$ cat config.mk
export PLATFORM = sky130hd
export DESIGN_NAME = zbt_data_pipe
export DESIGN_NICKNAME = d
export VERILOG_FILES = /design/src/rtl/zbt_pkg.sv /design/src/rtl/zbt_lane_delay.sv /design/src/rtl/zbt_data_pipe.sv
export SDC_FILE = /design/constraint.sdc
export NUM_CORES = 1
export LEC_CHECK = 0
export ABC_AREA = 1
export CAP_MARGIN = 25
export CORE_MARGIN = 2
export CORE_UTILIZATION = 49
export DETAILED_ROUTE_END_ITERATION = 8
export PLACE_DENSITY_LB_ADDON = 0.08
export SLEW_MARGIN = 20
export SYNTH_ARGS = -nofsm -noshare
export SYNTH_HDL_FRONTEND = slang
export SYNTH_HIERARCHICAL = 1
export SYNTH_SLANG_ARGS = --single-unit
$ cat constraint.sdc
create_clock -name fpga_clk -period 1.4 [get_ports fpga_clk]
set_input_delay 0.28 -clock fpga_clk [delete_from_list [all_inputs] [get_ports fpga_clk]]
set_output_delay 0.28 -clock fpga_clk [all_outputs]
set_load 0.05 [all_outputs]
$ cat src/rtl/zbt_pkg.sv
// Shared ZBT definitions: data-bus latency by part type, lane count and the
// read/write encoding used by the data pipe and the address/control stage.
package zbt_pkg;

  localparam logic RW_READ  = 1'b1;
  localparam logic RW_WRITE = 1'b0;

  // Pipelined parts return data two cycles after the command, flow-through one.
  function automatic int data_lat(input int flow_thru);
    return (flow_thru != 0) ? 1 : 2;
  endfunction

  function automatic int num_lanes(input int data_bits, input int lane_bits);
    return data_bits / lane_bits;
  endfunction

endpackage

$ cat src/rtl/zbt_lane_delay.sv
// Fixed-depth shift register with a synchronous reset value; every stage is
// exposed so the caller can tap the latency it needs.
module zbt_lane_delay #(
  parameter int             N       = 1,
  parameter int             W       = 1,
  parameter logic [W-1:0]   RST_VAL = {W{1'b0}}
) (
  input  logic                  fpga_clk,
  input  logic                  reset,
  input  logic [W-1:0]          d,
  output logic [N-1:0][W-1:0]   taps
);

  logic [N-1:0][W-1:0] stage_r;

  // Shift one stage per clock; reset loads every stage with RST_VAL.
  always_ff @(posedge fpga_clk) begin
    if (reset) begin
      for (int i = 0; i < N; i++) begin
        stage_r[i] <= RST_VAL;
      end
    end else begin
      stage_r[0] <= d;
      for (int i = 1; i < N; i++) begin
        stage_r[i] <= stage_r[i-1];
      end
    end
  end

  assign taps = stage_r;

endmodule

$ cat src/rtl/zbt_data_pipe.sv
// ZBT SRAM data-path pipe: aligns write data and per-lane tristate control to
// the bus and captures read data per lane, for pipelined or flow-through parts.
module zbt_data_pipe
  import zbt_pkg::*;
#(
  parameter int DATA_BITS = 36,
  parameter int LANE_BITS = 9,
  parameter int FLOW_THRU = 0,
  parameter int TAG_BITS  = 4
) (
  input  logic                 fpga_clk,
  input  logic                 reset,
  input  logic                 ui_valid,
  input  logic                 ui_rw_n,
  input  logic [TAG_BITS-1:0]  ui_tag,
  input  logic [DATA_BITS-1:0] ui_write_data,
  output logic [DATA_BITS-1:0] ui_read_data,
  output logic                 ui_read_valid,
  output logic [TAG_BITS-1:0]  ui_read_tag,
  output logic [DATA_BITS-1:0] write_data,
  input  logic [DATA_BITS-1:0] read_data,
  output logic [DATA_BITS-1:0] rw_tff
);

  localparam int DATA_LAT  = data_lat(FLOW_THRU);
  localparam int NUM_LANES = num_lanes(DATA_BITS, LANE_BITS);
  localparam int CTL_W     = 2 * NUM_LANES;
  // Control word per stage: {per-lane read flag, per-lane tristate}.
  localparam logic [CTL_W-1:0] CTL_RST = {{NUM_LANES{1'b0}}, {NUM_LANES{1'b1}}};

  if ((DATA_BITS % LANE_BITS) != 0) begin : g_lane_check
    $error("zbt_data_pipe: DATA_BITS must be a multiple of LANE_BITS");
  end

  logic                                cmd_tff_s;
  logic                                cmd_rd_s;
  logic [CTL_W-1:0]                    ctl_in_s;
  logic [DATA_BITS-1:0]                wd_in_s;
  logic [DATA_LAT:0][CTL_W-1:0]        ctl_taps_s;
  logic [DATA_LAT-1:0][DATA_BITS-1:0]  wd_taps_s;
  logic [DATA_LAT:0][TAG_BITS-1:0]     tag_taps_s;
  logic                                unused_taps_s;

  // Decode the command; read/NOP recirculate the newest write data so the bus holds still.
  always_comb begin
    cmd_tff_s = 1'b1;
    cmd_rd_s  = 1'b0;
    wd_in_s   = wd_taps_s[0];
    if (ui_valid && (ui_rw_n == RW_WRITE)) begin
      cmd_tff_s = 1'b0;
      wd_in_s   = ui_write_data;
    end else if (ui_valid && (ui_rw_n == RW_READ)) begin
      cmd_rd_s  = 1'b1;
    end else begin
      cmd_tff_s = 1'b1;
    end
  end

  assign ctl_in_s = {{NUM_LANES{cmd_rd_s}}, {NUM_LANES{cmd_tff_s}}};

  zbt_lane_delay #(.N(DATA_LAT + 1), .W(CTL_W), .RST_VAL(CTL_RST)) u_ctl_dly (
    .fpga_clk (fpga_clk),
    .reset    (reset),
    .d        (ctl_in_s),
    .taps     (ctl_taps_s)
  );

  zbt_lane_delay #(.N(DATA_LAT), .W(DATA_BITS), .RST_VAL({DATA_BITS{1'b0}})) u_wd_dly (
    .fpga_clk (fpga_clk),
    .reset    (reset),
    .d        (wd_in_s),
    .taps     (wd_taps_s)
  );

  zbt_lane_delay #(.N(DATA_LAT + 1), .W(TAG_BITS), .RST_VAL({TAG_BITS{1'b0}})) u_tag_dly (
    .fpga_clk (fpga_clk),
    .reset    (reset),
    .d        (ui_tag),
    .taps     (tag_taps_s)
  );

  assign write_data = wd_taps_s[DATA_LAT-1];

  // Each lane register drives only its own LANE_BITS pads.
  for (genvar l = 0; l < NUM_LANES; l++) begin : g_lane
    assign rw_tff[l*LANE_BITS +: LANE_BITS] = {LANE_BITS{ctl_taps_s[DATA_LAT-1][l]}};
  end

  // Read capture: each lane samples the pad register under its own delayed read flag.
  always_ff @(posedge fpga_clk) begin
    if (reset) begin
      ui_read_data  <= {DATA_BITS{1'b0}};
      ui_read_valid <= 1'b0;
      ui_read_tag   <= {TAG_BITS{1'b0}};
    end else begin
      ui_read_valid <= ctl_taps_s[DATA_LAT][NUM_LANES];
      if (ctl_taps_s[DATA_LAT][NUM_LANES]) begin
        ui_read_tag <= tag_taps_s[DATA_LAT];
      end
      for (int l = 0; l < NUM_LANES; l++) begin
        if (ctl_taps_s[DATA_LAT][NUM_LANES + l]) begin
          ui_read_data[l*LANE_BITS +: LANE_BITS] <= read_data[l*LANE_BITS +: LANE_BITS];
        end
      end
    end
  end

  assign unused_taps_s = ^{ctl_taps_s, tag_taps_s};

endmodule

# Yosys cells after proc, flatten, opt, wreduce, memory -nomap -nowiden
# Index checks and enable logic that the tools add are counted.
# classes
bitwise,1
n_reduce_logical,2
mux,3
# ops
operator,count
$mux 1,3
$logic_and 1x1->1,2
$not 1->1,1
# word_totals
wordCells,20
ff_bits,140

# Longest topological paths before layout
# logic_depth
word_depth,3
ltp_mapped,7
depth_no_buf,6

# Cells and area by module
# Netlist, hierarchy kept.
# by_module_without_submodules
mod,area_each_um2,cells_each,instances
zbt_data_pipe,2414.8,411,1
zbt_lane_delay (u_wd_dly),2072.0,224,1
zbt_lane_delay (u_ctl_dly),683.2,75,1
zbt_lane_delay (u_tag_dly),341.6,37,1

# Worst setup path before layout
# No wires, ideal clock.
# synth_timing
kind,reg2out
from,"reg u_ctl_dly.stage_r, in the netlist u_ctl_dly/taps[9]"
to,out rw_tff[10]
path_stages_with_launch,2
required_ps,1120
n_path_buf,1
arrival_time_ps,1050
setup_slack_ps,70
path_cell_list,dfxtp_1 buf_4
# synth_rtl
element,line_no,source
start: declaration,zbt_lane_delay.sv:14,logic [N-1:0][W-1:0] stage_r;
start signal: indexed assignment,zbt_lane_delay.sv:25,stage_r[i] <= stage_r[i-1];
end: declaration,zbt_data_pipe.sv:22,output logic [DATA_BITS-1:0] rw_tff
# No word-level cell between the ends.

# Worst setup path in the final report
# layout_timing
from,"reg u_ctl_dly.stage_r, in the netlist u_ctl_dly/taps[10]"
to,out rw_tff[22]
# No word-level cell between the ends.

==> results.yml <==
critical_path:
  required_ns: 1.12
  endpoint_kind: "output port"
  cp.arrival_ns: 1.18
  worst-setup-path-type: "reg2out"
  cp_max_fo: 5
  critPathLaunchType: "register"
job:
  max_cap_viol_count: 0
cells_and_area:
  num_antenna_cells: 0
  fin_util_pct: 83.8
  design_area_sq_um: 9040
  stdcell_count: 1051
  final_cell_mix: "177 x nor2_1, 161 x nand2_1, 147 x inv_1, 141 x dfxtp_1, 122 x buf_12"
  drive_above_1_share_pct: 18.7
  final_common_cell: "nor2_1"
  nets: 978
  area_growth_pct: 67.4
  fillers: 616
sta:
  max_freq_ghz: 0.684
  final_hold_viol_count: 0
  slew_violations: 0
  max-slew-margin-rel_pct: 62.7
  rsz0062_at_grt: "yes"
  min_period_over_period_pct: 104
  worstMarginPinSlew_ns: 0.559
  setup_slack_ns: -0.0627
  finClkSkew_ns: 0.00863
  setup_viol_count_final: 36
  period_needed_ns: 1.46
floorplanning:
  ios: 193
  row_count: 38
  fp.coreArea_sq_um: 10800
  die_y_microns: 109
  die_w_microns: 109
  die_area_sq_um: 11900
  initial_core_util_pct: 50.0
global_route:
  grt_overflow: 0
  grt_pass1_vias: 4564
  grt_max_degree: 72
  grt.total_usage_pct: 23.4
  antenna_found_initial: 0
  grt_first_pass_wirelength_microns: 21400
synth:
  syn_nets: 815
  yosys_warnings: 6
  netlist_area_sq_um: 5400
  syn_avg_cell_area_sq_um: 7.35
  syn_inst: 735
place:
  dp_cells: 1015
  port_buffers: 192
  gp_congestion: 0.720
  place_area_sq_um: 8310
  dp_slack_ns: -0.0693
  dp_hpwl_microns: 8710
hold_path:
  min_path_type: "in2reg"
drt:
  drt_iter0_drc: 243
  route.detailed.drc: 0
  num_vias: 4690
  drt_pass1_iterations: 4
  ant_nets: 0
  wl_per_cell_microns: 12.9
  post_drt_via_cell_ratio: 4.46
  totalWireLength_microns: 13500
clocking:
  cts_max_path_buffers: 2
  hold_buffers: 0
  cts_tree: "done"
  clkSinkCount: 145
  cts_buffers: 17
  path_clk_slew_ns: 0.06
  clockRootBuffer: "clkbuf_8"
  insertion_delay_ns: 0.52
  htreeDepth: 4
power_and_ir_drop:
  p_per_area_nw_per_um2: 1090
  p_total_uw: 9890
  p_leak_uw: 0.00416
  peakVddDrop_v: 0.000886
outcome:
  outcome: "complete, but fails checks"
  violations: "setup timing"
path summary, 6_finish.rpt:
kind	from	endpoint	slack [ns]	cells after the start
max	u_ctl_dly/taps[10]	rw_tff[22]	-0.06	2
min	reset	ui_read_valid	0.26	3
max reg2reg	u_ctl_dly/taps[20]	ui_read_data[0]	0.35	4
min reg2reg	u_ctl_dly/taps[5]	u_ctl_dly/taps[13]	0.41	2
critical path: stages (launching register included):
cell     delay (ns)
dfxtp_4        0.39
buf_12         0.14
buf_12         0.14
metrics by stage:
| step | TNS, ns | hold WS [ns] |
|---|---|---|
| 6_report | -1.92 | 0.255 |
| 5_1_grt | -3.25 | 0.262 |
| 4_1_cts | -2.39 | 0.247 |
| 3_5_place_dp | -0.901 | 0.393 |
| 3_3_place_gp | 0 | 0.390 |
| 2_1_floorplan | 0 | 0.351 |
cell type report:
class | count | area [sq um] | area share (%)
well taps | 140 | 175 | 1.94
clock buffers | 19 | 432 | 4.77
inverters | 149 | 559 | 6.18
flip-flops and latches | 145 | 2920 | 32.3
clock inverters | 13 | 126 | 1.40
multi-input cells | 375 | 1460 | 16.1
repair buffers | 210 | 3380 | 37.4
power by group:
part	switching, uW	internal (uW)
Clock	1780	2430
Sequential	100	4260
Combinational	666	669
Total	2540	7350
sequential cells by signal (all words and copies together), names as in the netlist:
name	flops
u_wd_dly/taps	72
ui_read_valid	1
ui_read_tag	4
ui_read_data	36
u_ctl_dly/taps	20
u_tag_dly/taps	12
metal layers:
layer | up-vias | GRT usage [%] | share of wire [%]
met5 | - | 0 | 0
met4 | 0 | 8.61 | 2.2
met3 | 23 | 7.17 | 6.7
met2 | 164 | 43.6 | 55
met1 | 2126 | 24.4 | 36
li1 | 2377 | - | -
timing repair:
| action | CTS | global route |
|---|---|---|
| pin swaps | 0 | 0 |
| setup endpoints to repair | 36 | 36 |
| cloned | 4 | 0 |
| hold endpoints to repair | 0 | 0 |
| buffers inserted | 0 | 0 |
| resized for setup | 24 | 0 |
Power figures use the tool's default switching activity.
